<file path="config.mk">
export PLATFORM = sky130hd
export DESIGN_NAME = pipeline_hazard_ctrl
export DESIGN_NICKNAME = d
export VERILOG_FILES = /design/src/rtl/pipeline_hazard_ctrl.sv
export SDC_FILE = /design/constraint.sdc
export NUM_CORES = 1
export LEC_CHECK = 0
export ABC_AREA = 1
export CORE_MARGIN = 3
export CORE_UTILIZATION = 54
export CTS_CLUSTER_DIAMETER = 100
export DETAILED_ROUTE_END_ITERATION = 6
export GPL_TIMING_DRIVEN = 0
export MAX_ROUTING_LAYER = met4
export PLACE_DENSITY = 0.85
export SETUP_SLACK_MARGIN = 0.1
export SLEW_MARGIN = 10
export SYNTH_ARGS = -nofsm -noshare
export SYNTH_HDL_FRONTEND = slang
export SYNTH_SLANG_ARGS = --single-unit
</file>
<file path="constraint.sdc">
create_clock -name CLK -period 5 [get_ports CLK]
set_clock_uncertainty 0.15 [all_clocks]
set_input_delay 1.5 -clock CLK [delete_from_list [all_inputs] [get_ports CLK]]
set_output_delay 1.5 -clock CLK [all_outputs]
set_load 0.02 [all_outputs]
</file>
<file path="src/rtl/pipeline_hazard_ctrl.sv">
// Stall/flush sequencer for the 5-stage pipeline latches and PC.
// Also tracks halt, the data-memory watchdog and perf counters.
module pipeline_hazard_ctrl #(
  parameter int CNT_W     = 16,
  parameter int DWAIT_MAX = 1024
) (
  input  logic             CLK,
  input  logic             nRST,
  input  logic             ihit,
  input  logic             dhit,
  input  logic             dmem_req_mem,
  input  logic             memread_ex,
  input  logic [4:0]       rw_ex,
  input  logic [4:0]       rs_id,
  input  logic [4:0]       rt_id,
  input  logic             uses_rt_id,
  input  logic             pc_src_mem,
  input  logic             halt_wb,
  output logic             pc_en,
  output logic             ifid_en,
  output logic             idex_en,
  output logic             exmem_en,
  output logic             memwb_en,
  output logic             ifid_flush,
  output logic             idex_flush,
  output logic             exmem_flush,
  output logic             halt,
  output logic             mem_timeout,
  output logic [CNT_W-1:0] stall_count,
  output logic [CNT_W-1:0] flush_count
);

  localparam int DW = $clog2(DWAIT_MAX + 1);
  localparam logic [DW-1:0] DMAX = DW'(DWAIT_MAX);

  typedef enum logic [1:0] {RUN, DWAIT, HALT} state_t;

  state_t          state;
  logic [DW-1:0]   dwait_cnt;
  logic [DW-1:0]   dwait_inc;
  logic            freeze;
  logic            load_use;
  logic            redirect;

  assign freeze   = dmem_req_mem & ~dhit;
  assign load_use = memread_ex & (rw_ex != 5'd0) &
                    ((rw_ex == rs_id) |
                     (uses_rt_id & (rw_ex == rt_id)));
  assign redirect = (state != HALT) & ~freeze & pc_src_mem;
  assign dwait_inc = (dwait_cnt >= DMAX) ? dwait_cnt
                                         : dwait_cnt + DW'(1);

  always_comb begin
    pc_en       = 1'b0;
    ifid_en     = 1'b0;
    idex_en     = 1'b0;
    exmem_en    = 1'b0;
    memwb_en    = 1'b0;
    ifid_flush  = 1'b0;
    idex_flush  = 1'b0;
    exmem_flush = 1'b0;
    halt        = 1'b0;
    if (!nRST) begin
      halt = 1'b0;
    end else if (state == HALT) begin
      halt = 1'b1;
    end else if (freeze) begin
      halt = 1'b0;
    end else if (pc_src_mem) begin
      pc_en       = 1'b1;
      ifid_en     = 1'b1;
      idex_en     = 1'b1;
      exmem_en    = 1'b1;
      memwb_en    = 1'b1;
      ifid_flush  = 1'b1;
      idex_flush  = 1'b1;
      exmem_flush = 1'b1;
    end else if (load_use) begin
      idex_en    = 1'b1;
      idex_flush = 1'b1;
      exmem_en   = 1'b1;
      memwb_en   = 1'b1;
    end else if (!ihit) begin
      ifid_en    = 1'b1;
      ifid_flush = 1'b1;
      idex_en    = 1'b1;
      exmem_en   = 1'b1;
      memwb_en   = 1'b1;
    end else begin
      pc_en    = 1'b1;
      ifid_en  = 1'b1;
      idex_en  = 1'b1;
      exmem_en = 1'b1;
      memwb_en = 1'b1;
    end
  end

  always_ff @(posedge CLK or negedge nRST) begin
    if (!nRST) begin
      state       <= RUN;
      dwait_cnt   <= '0;
      mem_timeout <= 1'b0;
      stall_count <= '0;
      flush_count <= '0;
    end else begin
      if (state != HALT) begin
        if (!pc_en && stall_count != '1)
          stall_count <= stall_count + CNT_W'(1);
        if (redirect && flush_count != '1)
          flush_count <= flush_count + CNT_W'(1);
      end
      unique case (state)
        RUN: begin
          if (freeze) begin
            state     <= DWAIT;
            dwait_cnt <= DW'(1);
            if (DMAX <= DW'(1))
              mem_timeout <= 1'b1;
          end else if (halt_wb) begin
            state <= HALT;
          end
        end
        DWAIT: begin
          if (freeze) begin
            dwait_cnt <= dwait_inc;
            if (dwait_inc >= DMAX)
              mem_timeout <= 1'b1;
          end else begin
            dwait_cnt <= '0;
            state     <= halt_wb ? HALT : RUN;
          end
        end
        HALT: state <= HALT;
        default: state <= RUN;
      endcase
    end
  end

endmodule

</file>
==> reports/qor.yml <==
outcome: "complete, no violations"
initial_core_util_pct: 58.25
route.detailed.wl_per_inst_um: 12.68
synth_top_family_by_area: "simple AND/OR/NAND/NOR gates"
leakagePower_nw: 1.866
antennaDiodeCount: 0
worst_setup_path_end_kind: "output pin"
cp_cell_sequence: "clkdlybuf4s50_1, inv_1, nor2_2, nor3_4, buf_4, buf_4, clkdlybuf4s50_1"
cts_tree: "done"
fin_cells: 541
dr_total_vias: 2798
cts_buffers: 5
vias_in_the_first_global_route: 2708
layout_commonest_cell: "nand2_1"
drt_pre_antenna_iters: 4
post_placement_cell_count: 530
cts.sink_count: 46
grt_busiest_layer: "met2"
globalplace.congestion: 0.8885
post-route-drc-count: 0
worst_skew_pair.late_latency_ns: 0.29
setup_viol: 0
post_route_cells_drive_above_1_share_pct: 7.806
ctsHtreeMaxLevel: 2
netlist_instances: 397
largest_net_degree_at_the_start_of_global_routing: 29
groute.usage.overall_pct: 23.35
syn-mean-instance-area_um2: 7.252
floorplan.core_area_mm2: 0.004942
cp.required_ns: 3.35
synth-simple-area-share_pct: 32.72
antenna_found_initial: 0
worstSetupPathType: "in2out"
timing_max_transition_violations_final: 0
tightestPinTransition_ns: 0.4058
grt_setup_unrepaired: "false"
synth_xor_xnor_area_share_pct: 9.126
synth-seq-cells: 46
synth.cell_area_mm2: 0.002879
top_level_ports: 66
synth-adder-area-share_pct: 1.738
groute.layer.met2.usage_pct: 40.49
grtUsageMet1_pct: 27.44
ant_nets: 0
grt_pass1_wl_um: 11530
cts_hold_buffers: 0
timing.fmax_mhz: 209.4
timing.final.hold_violations: 0
sequential_share_of_the_synthesized_area_pct: 39.98
yosysUniqueCellTypes: 29
crit_arrival_ns: 3.13
avgViaCountPerCell: 5.172
fp.dieArea_mm2: 0.006243
period_minus_slack_ns: 4.776
fin_nets: 501
place.detailed.hpwl_um: 5151
ir_drop_mv: 0.1300
worst_path_largest_cell_delay_ns: 0.53
grtUsageMet3_pct: 4.422
worst-path-max-fanout: 5
clkTransAtPathRegs_ns: 0.08
worst_slew_margin_rel_pct: 72.92
mappedNetlistNets: 425
synth_ff_type: "dfrtp_1"
hold_class: "reg2reg"
synth.mux.area_fraction_pct: 0
synth_edf_count: 0
area_growth_pct: 31.20
critical_path.slowest_cell: "clkdlybuf4s50_1"
drt_wl_total_um: 6860
layout.cells.most_common_list: "121 x nand2_1, 60 x clkdlybuf4s50_1, 54 x inv_1"
ctsLongestPathBuffers: 2
power.density_cell_area_mw_per_mm2: 182.8
row_count: 25
drt_first_iter_violations: 99
period_share_pct: 95.51
synth-compound-area-share_pct: 7.432
grt-ovfl-total: 0
hold_slack_final_ns: 0.3264
die_h_um: 79.02
async_flop_share_pct: 100.0
port-buffer-count: 65
synth.yosys.warnings: 0
start_kind: "input port"
die_width_um: 79.02
drv.max_cap_violation_count: 0
ctsRootBufferMaster: "clkbuf_8"
rrSetupSlack_ns: 2.98
==> report_power, final <==
| part | internal, mW | switching [mW] | total (mW) |
|---|---|---|---|
| logic | 0.0244 | 0.0252 | 0.0496 |
| registers | 0.372 | 0.000357 | 0.372 |
| clock network | 0.150 | 0.119 | 0.269 |
| total | 0.546 | 0.145 | 0.691 |
==> per-layer routing <==
metal / up-vias / wire length (um)
li1: 1401 / -
met1: 1315 / 2930
met4: 0 / 48
met5: - / 0
met3: 7 / 338
met2: 75 / 3542
==> final timing paths <==
path,from,end,depth (start not counted)
worst min register to register,mem_timeout,mem_timeout,2
min in group asynchronous,nRST,dwait_cnt[9],1
max in group asynchronous,nRST,stall_count[8],2
worst max-delay path,dmem_req_mem,idex_en,7
worst min-delay path,mem_timeout,mem_timeout,2
worst max register to register,stall_count[0],stall_count[11],9
==> logic make-up after synthesis <==
group           after synthesis
flops                        46
buf+inv                      64
xor+xnor                     30
fa+ha+maj                     4
compound gates               37
simple gates                216
==> registers in the layout (all words and copies together) (netlist names) <==
register     count
dwait_cnt       11
flush_count     16
stall_count     16
state            2
mem_timeout      1
==> worst max-delay path, delay by kind of cell <==
| family | cells | cell delay (ns) |
|---|---|---|
| buf+inv | 5 | 1.32 |
| simple gates | 2 | 0.31 |
==> cell type report <==
cell class | count | area, um^2
multi-input combinational | 287 | 1488
tap | 67 | 83.83
sequential | 46 | 1151
buffer | 6 | 47.55
timing repair buffer | 69 | 683.2
clock inverter | 1 | 30.03
fill | 385 | 1165
clock buffer | 7 | 76.32
inverter | 58 | 217.7
==> stage by stage <==
| step | area, um^2 | total power, mW | TNS, ns | setup slack (ns) | utilization, % |
|---|---|---|---|---|---|
| after floorplan | 2879 | 0.3956 | 0 | 0.4407 | - |
| after global placement | 3613 | 0.4257 | -15.78 | -2.001 | 73.11 |
| after detailed placement | 3628 | 0.4284 | -0.8088 | -0.3426 | 73.42 |
| after CTS | 3759 | 0.7000 | 0 | 0.02805 | 76.05 |
| after global routing | 3777 | 0.7205 | 0 | 0.1167 | 76.43 |
| final | 3777 | 0.6905 | 0 | 0.2245 | 76.43 |
==> cells in the mapped netlist (all sizes together), types with 2 or more instances <==
cell | count | area (um^2)
nand4 | 3 | 18.77
xor2 | 21 | 183.9
nor4 | 2 | 12.51
a31oi | 2 | 27.53
nand3 | 39 | 205.2
nand2 | 124 | 478.0
a21oi | 5 | 25.02
nor2 | 36 | 157.7
xnor2 | 9 | 78.83
inv | 58 | 217.7
dfrtp | 46 | 1151
buf | 6 | 41.28
nor3 | 12 | 70.07
ha | 4 | 50.05
o22ai | 5 | 31.28
o21ai | 23 | 115.1
==> what timing repair did <==
| item | 4_1_cts | 5_1_grt |
|---|---|---|
| buffers inserted | 1 | 2 |
| resized for setup | 9 | 5 |
| pin swaps | 1 | 1 |
| endpoints found under the setup margin | 7 | 2 |
(Power assumes the default switching activity.)
